$ cat src/rtl/mem_pkg.sv
`default_nettype none
// ============================================================================
// Module   : mem_pkg
// Purpose  : Shared definitions for the unified-memory port arbiter:
//            RV32 load/store funct3 codes, arbiter FSM state type and
//            byte-lane helper functions.
// Revision : 1.0 - initial release
// ============================================================================
package mem_pkg;

   // RV32 load/store funct3 encodings (store uses the signed codes)
   localparam logic [2:0] F3_B  = 3'b000;
   localparam logic [2:0] F3_H  = 3'b001;
   localparam logic [2:0] F3_W  = 3'b010;
   localparam logic [2:0] F3_BU = 3'b100;
   localparam logic [2:0] F3_HU = 3'b101;

   typedef enum logic [1:0] {
      IDLE   = 2'd0,
      ACCESS = 2'd1,
      WAIT   = 2'd2,
      RESP   = 2'd3
   } state_t;

   // Legal funct3 for the direction, with the natural alignment satisfied.
   // Unsigned codes exist only for loads.
   function automatic logic lane_ok(input logic [2:0] funct3,
                                    input logic [1:0] b,
                                    input logic       write);
      logic ok;
      case (funct3)
         F3_B:    ok = 1'b1;
         F3_H:    ok = ~b[0];
         F3_W:    ok = (b == 2'b00);
         F3_BU:   ok = ~write;
         F3_HU:   ok = ~write & ~b[0];
         default: ok = 1'b0;
      endcase
      return ok;
   endfunction

   // Byte-lane write mask for a store of the given size at lane b.
   function automatic logic [3:0] lane_strb(input logic [2:0] funct3,
                                            input logic [1:0] b);
      logic [3:0] s;
      case (funct3)
         F3_B:    s = 4'b0001 << b;
         F3_H:    s = 4'b0011 << b;
         F3_W:    s = 4'b1111;
         default: s = 4'b0000;
      endcase
      return s;
   endfunction

endpackage
`default_nettype wire

$ cat src/rtl/rr_arbiter.sv
`default_nettype none
// ============================================================================
// Module   : rr_arbiter
// Purpose  : Combinational round-robin pick. Grants the first asserted
//            request at or above ptr, wrapping to the lowest asserted one.
// Ports    : req   in  N_REQ  request vector
//            ptr   in  PW     priority pointer (0..N_REQ-1)
//            grant out N_REQ  one-hot grant, zero when no request
//            idx   out PW     index of the granted request
//            any   out 1      at least one request asserted
// Revision : 1.0 - initial release
// ============================================================================
module rr_arbiter #(
   parameter int N_REQ = 2,
   parameter int PW    = (N_REQ > 1) ? $clog2(N_REQ) : 1
) (
   input  logic [N_REQ-1:0] req,
   input  logic [PW-1:0]    ptr,
   output logic [N_REQ-1:0] grant,
   output logic [PW-1:0]    idx,
   output logic             any
);

   logic          hi_any;
   logic          lo_any;
   logic [PW-1:0] hi_idx;
   logic [PW-1:0] lo_idx;

   // Scan downward so the last hit is the lowest index: lo_* is the lowest
   // request overall, hi_* the lowest at or above the pointer.
   always_comb begin
      hi_any = 1'b0;
      lo_any = 1'b0;
      hi_idx = '0;
      lo_idx = '0;
      for (int i = N_REQ - 1; i >= 0; i--) begin
         if (req[i]) begin
            lo_any = 1'b1;
            lo_idx = PW'(i);
            if (PW'(i) >= ptr) begin
               hi_any = 1'b1;
               hi_idx = PW'(i);
            end
         end
      end
   end

   assign any   = lo_any;
   assign idx   = hi_any ? hi_idx : lo_idx;
   assign grant = lo_any ? (N_REQ'(1) << idx) : '0;

endmodule
`default_nettype wire

$ cat src/rtl/mem_port_arbiter.sv
`default_nettype none
// ============================================================================
// Module   : mem_port_arbiter
// Purpose  : N-requester front-end for the single unified memory. Round-robin
//            arbitration, one transaction outstanding, RV32 byte/half/word
//            lane handling, load extension and misalignment trapping.
// Ports    : clk, rst_n             clock, async active-low reset
//            req_valid/ready        per-channel request handshake
//            req_write/addr/wdata/funct3  per-channel request fields (packed)
//            rsp_valid              one-cycle pulse to the owning channel
//            rsp_err, rsp_rdata     response qualifiers / load result
//            mem_en/we/addr/wdata/wstrb  memory access (one-cycle strobe)
//            mem_rdata              read word, MEM_LAT cycles after mem_en
// Revision : 1.0 - initial release
// ============================================================================
module mem_port_arbiter
   import mem_pkg::*;
#(
   parameter int N_REQ   = 2,
   parameter int AW      = 32,
   parameter int DW      = 32,
   parameter int MEM_LAT = 1
) (
   input  logic              clk,
   input  logic              rst_n,
   input  logic [N_REQ-1:0]  req_valid,
   output logic [N_REQ-1:0]  req_ready,
   input  logic [N_REQ-1:0]  req_write,
   input  logic [N_REQ*AW-1:0] req_addr,
   input  logic [N_REQ*DW-1:0] req_wdata,
   input  logic [N_REQ*3-1:0]  req_funct3,
   output logic [N_REQ-1:0]  rsp_valid,
   output logic              rsp_err,
   output logic [DW-1:0]     rsp_rdata,
   output logic              mem_en,
   output logic              mem_we,
   output logic [AW-1:0]     mem_addr,
   output logic [DW-1:0]     mem_wdata,
   output logic [3:0]        mem_wstrb,
   input  logic [DW-1:0]     mem_rdata
);

   localparam int PW = (N_REQ > 1) ? $clog2(N_REQ) : 1;
   localparam int CW = 3;   // holds MEM_LAT-1 for MEM_LAT up to 7

   state_t        state;
   state_t        state_nxt;

   logic [PW-1:0] rr_ptr;
   logic [PW-1:0] owner;
   logic [N_REQ-1:0] arb_grant;
   logic [PW-1:0] arb_idx;
   logic          arb_any;

   logic [AW-1:0] sel_addr;
   logic [DW-1:0] sel_wdata;
   logic [2:0]    sel_f3;
   logic          sel_write;
   logic          sel_ok;

   logic [AW-1:0] addr_q;
   logic [DW-1:0] wdata_q;
   logic [2:0]    f3_q;
   logic          write_q;
   logic          err_q;
   logic [CW-1:0] cnt;
   logic [DW-1:0] rdata_q;

   logic [DW-1:0] rd_shift;
   logic [DW-1:0] load_ext;

   rr_arbiter #(.N_REQ(N_REQ), .PW(PW)) u_rr (
      .req   (req_valid),
      .ptr   (rr_ptr),
      .grant (arb_grant),
      .idx   (arb_idx),
      .any   (arb_any)
   );

   // Fields of the granted channel
   always_comb begin
      sel_addr  = '0;
      sel_wdata = '0;
      sel_f3    = '0;
      sel_write = 1'b0;
      for (int i = 0; i < N_REQ; i++) begin
         if (arb_grant[i]) begin
            sel_addr  = req_addr[i*AW +: AW];
            sel_wdata = req_wdata[i*DW +: DW];
            sel_f3    = req_funct3[i*3 +: 3];
            sel_write = req_write[i];
         end
      end
      sel_ok = lane_ok(sel_f3, sel_addr[1:0], sel_write);
   end

   // Load result: bring the addressed lane down to bit 0, then extend.
   always_comb begin
      rd_shift = mem_rdata >> {addr_q[1:0], 3'b000};
      load_ext = '0;
      case (f3_q)
         F3_B:    load_ext = {{(DW-8){rd_shift[7]}},   rd_shift[7:0]};
         F3_H:    load_ext = {{(DW-16){rd_shift[15]}}, rd_shift[15:0]};
         F3_W:    load_ext = rd_shift;
         F3_BU:   load_ext = {{(DW-8){1'b0}},  rd_shift[7:0]};
         F3_HU:   load_ext = {{(DW-16){1'b0}}, rd_shift[15:0]};
         default: load_ext = '0;
      endcase
   end

   // State register and transaction context
   always_ff @(posedge clk or negedge rst_n) begin
      if (!rst_n) begin
         state   <= IDLE;
         rr_ptr  <= '0;
         owner   <= '0;
         addr_q  <= '0;
         wdata_q <= '0;
         f3_q    <= '0;
         write_q <= 1'b0;
         err_q   <= 1'b0;
         cnt     <= '0;
         rdata_q <= '0;
      end else begin
         state <= state_nxt;
         case (state)
            IDLE: begin
               if (arb_any) begin
                  owner   <= arb_idx;
                  addr_q  <= sel_addr;
                  wdata_q <= sel_wdata;
                  f3_q    <= sel_f3;
                  write_q <= sel_write;
                  err_q   <= ~sel_ok;
                  rdata_q <= '0;   // stores and errors return zero
               end
            end
            ACCESS: cnt <= CW'(MEM_LAT - 1);
            WAIT: begin
               if (cnt == '0) begin
                  rdata_q <= load_ext;
               end else begin
                  cnt <= cnt - CW'(1);
               end
            end
            RESP: rr_ptr <= (owner == PW'(N_REQ - 1)) ? '0 : owner + PW'(1);
            default: ;
         endcase
      end
   end

   // Next state. Loads always spend at least one cycle in WAIT so that
   // mem_rdata is sampled exactly MEM_LAT cycles after mem_en.
   always_comb begin
      state_nxt = state;
      case (state)
         IDLE:    if (arb_any) state_nxt = sel_ok ? ACCESS : RESP;
         ACCESS:  state_nxt = write_q ? RESP : WAIT;
         WAIT:    if (cnt == '0) state_nxt = RESP;
         RESP:    state_nxt = IDLE;
         default: state_nxt = IDLE;
      endcase
   end

   // Outputs are pure functions of state/context so that everything is zero
   // while reset is held; req_ready is additionally gated by rst_n because
   // it is combinational from req_valid.
   always_comb begin
      req_ready = '0;
      rsp_valid = '0;
      rsp_err   = 1'b0;
      rsp_rdata = '0;
      mem_en    = 1'b0;
      mem_we    = 1'b0;
      mem_addr  = '0;
      mem_wdata = '0;
      mem_wstrb = 4'b0000;
      case (state)
         IDLE: begin
            if (rst_n) req_ready = arb_grant;
         end
         ACCESS: begin
            mem_en   = 1'b1;
            mem_we   = write_q;
            mem_addr = {addr_q[AW-1:2], 2'b00};
            if (write_q) begin
               mem_wdata = wdata_q << {addr_q[1:0], 3'b000};
               mem_wstrb = lane_strb(f3_q, addr_q[1:0]);
            end
         end
         RESP: begin
            rsp_valid = N_REQ'(1) << owner;
            rsp_err   = err_q;
            rsp_rdata = rdata_q;
         end
         default: ;
      endcase
   end

endmodule
`default_nettype wire

$ cat config.mk
export PLATFORM = sky130hd
export DESIGN_NAME = mem_port_arbiter
export DESIGN_NICKNAME = d
export VERILOG_FILES = /design/src/rtl/mem_pkg.sv /design/src/rtl/rr_arbiter.sv /design/src/rtl/mem_port_arbiter.sv
export SDC_FILE = /design/constraint.sdc
export NUM_CORES = 1
export LEC_CHECK = 0
export ABC_AREA = 1
export CAP_MARGIN = 15
export CELL_PAD_IN_SITES_DETAIL_PLACEMENT = 0
export CELL_PAD_IN_SITES_GLOBAL_PLACEMENT = 2
export CORE_MARGIN = 5
export CORE_UTILIZATION = 24
export CTS_CLUSTER_DIAMETER = 200
export DETAILED_ROUTE_END_ITERATION = 10
export PLACE_DENSITY = 0.85
export SLEW_MARGIN = 20
export SYNTH_ARGS = -nofsm -noshare
export SYNTH_HDL_FRONTEND = slang
export SYNTH_SLANG_ARGS = --single-unit
$ cat constraint.sdc
create_clock -name clk -period 3.7 [get_ports clk]
set_input_delay 0.555 -clock clk [delete_from_list [all_inputs] [get_ports clk]]
set_output_delay 0.555 -clock clk [all_outputs]
set_load 0.05 [all_outputs]
==> flow_summary_export.csv <==
group,metric,value,unit
power_and_ir_drop,p_switching,4.16,mW
outcome,status,"completed",
grt,grt_use_total,17.3,%
yosys,postSynthCellCount,982,
yosys,synth.largest_area_cell,"dfrtp_1",
routing,drt-initial-drc-count,536,
clock_network,ctsResizeCount,0,
grt,antenna_found_initial,3,
worst_setup_path,reg2reg_slack,1.23,ns
sta,setup_tns,0,ns
run,drv_cap,0,
worst_setup_path,slowest_delay,0.66,ns
worst_setup_path,end_kind,"output port",
sta,fin_ws,0.483,ns
hold_path,hp-class,"in2async",
worst_setup_path,worstPathRequired,3.14,ns
layout,final_nets,1393,
power_and_ir_drop,p_int,3.95,mW
power_and_ir_drop,p_sw_share,51.3,%
placement,globalplace.congestion,0.859,
yosys,yosys-top-cells-count,"nand2_1, dfrtp_1, nand3_1, inv_1, nor2_1",
worst_setup_path,critPathTopFamily,"compound AO/OA/AOI/OAI gates",
sta,max_freq,311,MHz
power_and_ir_drop,worst_ir_drop_vdd,0.000376,V
placement,place_ws,0.849,ns
routing,firstDrtPassIters,7,
layout,fin_cells,1561,
worst_setup_path,crit_end,"mem_wdata[30]",
yosys,synth_top_cell_area_share,40.8,%
layout,areaGrowthSynthToFinish,54.5,%
power_and_ir_drop,p_comb_share,62.6,%
worst_setup_path,crit_type,"reg2out",
worst_setup_path,r2r-end,"addr_q[28]$_DFFE_PN0P_",
power_and_ir_drop,cellLeakagePower,4.90,nW
yosys,yosys_most_used_dff,"dfrtp_1",
yosys,synth-async-reset-ratio,100,%
sta,finalHoldViolCount,0,
clock_network,post-cts-setup-buffers,0,
yosys,netlist_area,0.00662,mm^2
worst_setup_path,crit_path_top_delay_cell,"o32ai_1",
routing,vias,7156,
sta,fin_skew,0.0139,ns
floorplanning,ios,279,
worst_setup_path,crit_start,"state[1]$_DFFE_PN0P_",
clock_network,cts_buffers,9,
floorplanning,fp.dieW,176,um
routing,wl_per_cell,17.3,um
layout,final_util,37.8,%
layout,drive_above_1_share,7.21,%
floorplanning,die_h,176,um
sta,finalSetupViolCount,0,
power_and_ir_drop,seqPwrFrac,25.9,%
floorplanning,start_util,24.5,%
grt,grt_pass1_wl,42300,um
sta,period_minus_slack,3.22,ns
sta,fin_crit_sh,87.0,%
worst_setup_path,startpoint_type,"flop",
power_and_ir_drop,p_clk_share,11.5,%
worst_setup_path,worst-path-buf-inv,3,
yosys,ys_top_cells_by_area,"dfrtp_1, nand2_1, nand3_1, inv_1, nor2_1",
clock_network,hold_buffers,0,
clock_network,clockRootBuffer,"clkbuf_16",
worst_setup_path,timing.rr.start,"state[0]$_DFFE_PN0P_",
power_and_ir_drop,power,8.11,mW
worst_setup_path,cp_num_cells,7,
placement,place_inst,1545,
routing,routed_wl,27000,um
clock_network,htree_num_levels,3,
clock_network,clk_pin_slew,0.08,ns
worst_setup_path,path_cells,"inv_1 > ha_1 > nand2_1 > inv_2 > nand2_1 > o32ai_1 > buf_12",
layout,antenna_cells,0,
routing,vias_per_cell,4.58,
yosys,synth_edf_count,0,
yosys,ys_seq_area_share,40.8,%
clock_network,tritoncts,"built",
grt,grt_pass1_vias,7214,
placement,dp_hpwl,20100,um
worst_setup_path,critPathArrivalTime,2.66,ns
sta,slew_violations,0,
power_and_ir_drop,cellPowerDensity,793,mW/mm^2
worst_setup_path,crit_fanout,26,
floorplanning,fp.dieArea,0.0310,mm^2
floorplanning,core-area,0.0270,mm^2
routing,ant_nets,0,
routing,drc,0,
worst_setup_path,crit_path_frequent_cell,"nand2_1",
yosys,syn_avg_cell_area,6.74,um^2
yosys,synth-seq-cells,108,
grt,grt_start_max_net_pins,138,
yosys,synth_warnings,0,
yosys,yosys.cell_count.top_type,"nand2_1",
worst_setup_path,reg2reg_depth,7,
clock_network,clock_path_buffers,2,
placement,numPortBuffers,276,
sta,slew_headroom,35.6,%
clock_network,clock_sink_count,108,
floorplanning,num_rows,60,
clock_network,clock_latency,0.36,ns
sta,tightest_slew,0.961,ns
grt,grt_overflow,0,
sta,rsz0062_at_grt,"false",
yosys,synth_cell_types,30,
how the worst min path moves through the flow:
stage	endpoint	startpoint	slack, ns
after global routing	addr_q[20]$_DFFE_PN0P_	rst_n	0.14
final	addr_q[11]$_DFFE_PN0P_	rst_n	0.13
after detailed placement	rdata_q[28]$_DFFE_PN0P_	rdata_q[28]$_DFFE_PN0P_	0.47
after global placement	rdata_q[17]$_DFFE_PN0P_	rdata_q[17]$_DFFE_PN0P_	0.46
after CTS	addr_q[13]$_DFFE_PN0P_	rst_n	0.13
after floorplan	addr_q[0]$_DFFE_PN0P_	rst_n	0.26
cells in the final DEF, fill, tap and decap left out, drive strengths merged:
cell           instances
nand2                358
clkdlybuf4s50        236
dfrtp                108
nand3                101
inv                   99
nor2                  82
o21ai                 64
buf                   54
a31oi                 37
a21oi                 24
clkbuf                10
o22ai                  9
nor3                   8
a22oi                  7
o32ai                  7
ha                     6
clkinv                 5
conb                   2
mux2i                  1
o31ai                  1
clkinvlp               1
power groups by stage:
stage | combinational (mW) | clock, mW | sequential (mW)
CTS | 5.15 | 0.983 | 2.10
floorplan | 3.39 | 0 | 1.99
global route | 5.59 | 1.03 | 2.19
global placement | 5.14 | 0 | 2.11
finish | 5.08 | 0.935 | 2.10
detailed placement | 5.14 | 0 | 2.12
per-stage QoR:
step	instance area, um^2	hold slack (ns)
2_1_floorplan	6630	0.259
3_3_place_gp	9960	0.463
3_5_place_dp	9960	0.466
4_1_cts	10200	0.131
5_1_grt	10200	0.142
6_report	10200	0.134
layer usage:
layer	GRT usage, %	up-vias	share of wire (%)
met5	0	-	0.14
met2	27.1	262	45
met3	6.25	39	9.3
met1	22.4	3253	43
li1	-	3596	-
met4	5.00	6	2.4
final cells by class:
| type | count | area (um^2) |
|---|---|---|
| Inverter | 99 | 374 |
| Multi-Input combinational cell | 707 | 3200 |
| Tap cell | 341 | 427 |
| Clock buffer | 10 | 229 |
| Fill cell | 2903 | 16800 |
| Sequential cell | 108 | 2700 |
| Timing Repair Buffer | 290 | 3260 |
| Clock inverter | 6 | 40.0 |
registers in the layout, summed over array words and instances, names as in the netlist:
register and count:
addr_q 32, cnt 3, err_q 1, f3_q 3, owner 1, rdata_q 32, rr_ptr 1, state 2
wdata_q 32, write_q 1
kinds of logic after synthesis:
| kind of cell | synth area share, % |
|---|---|
| simple gates | 33.6 |
| compound gates | 13.2 |
| buf+inv | 11.0 |
| flops | 40.8 |
| other cells | 0.0566 |
| mux | 0.151 |
| fa+ha+maj | 1.13 |
Power figures use the tool's default switching activity.
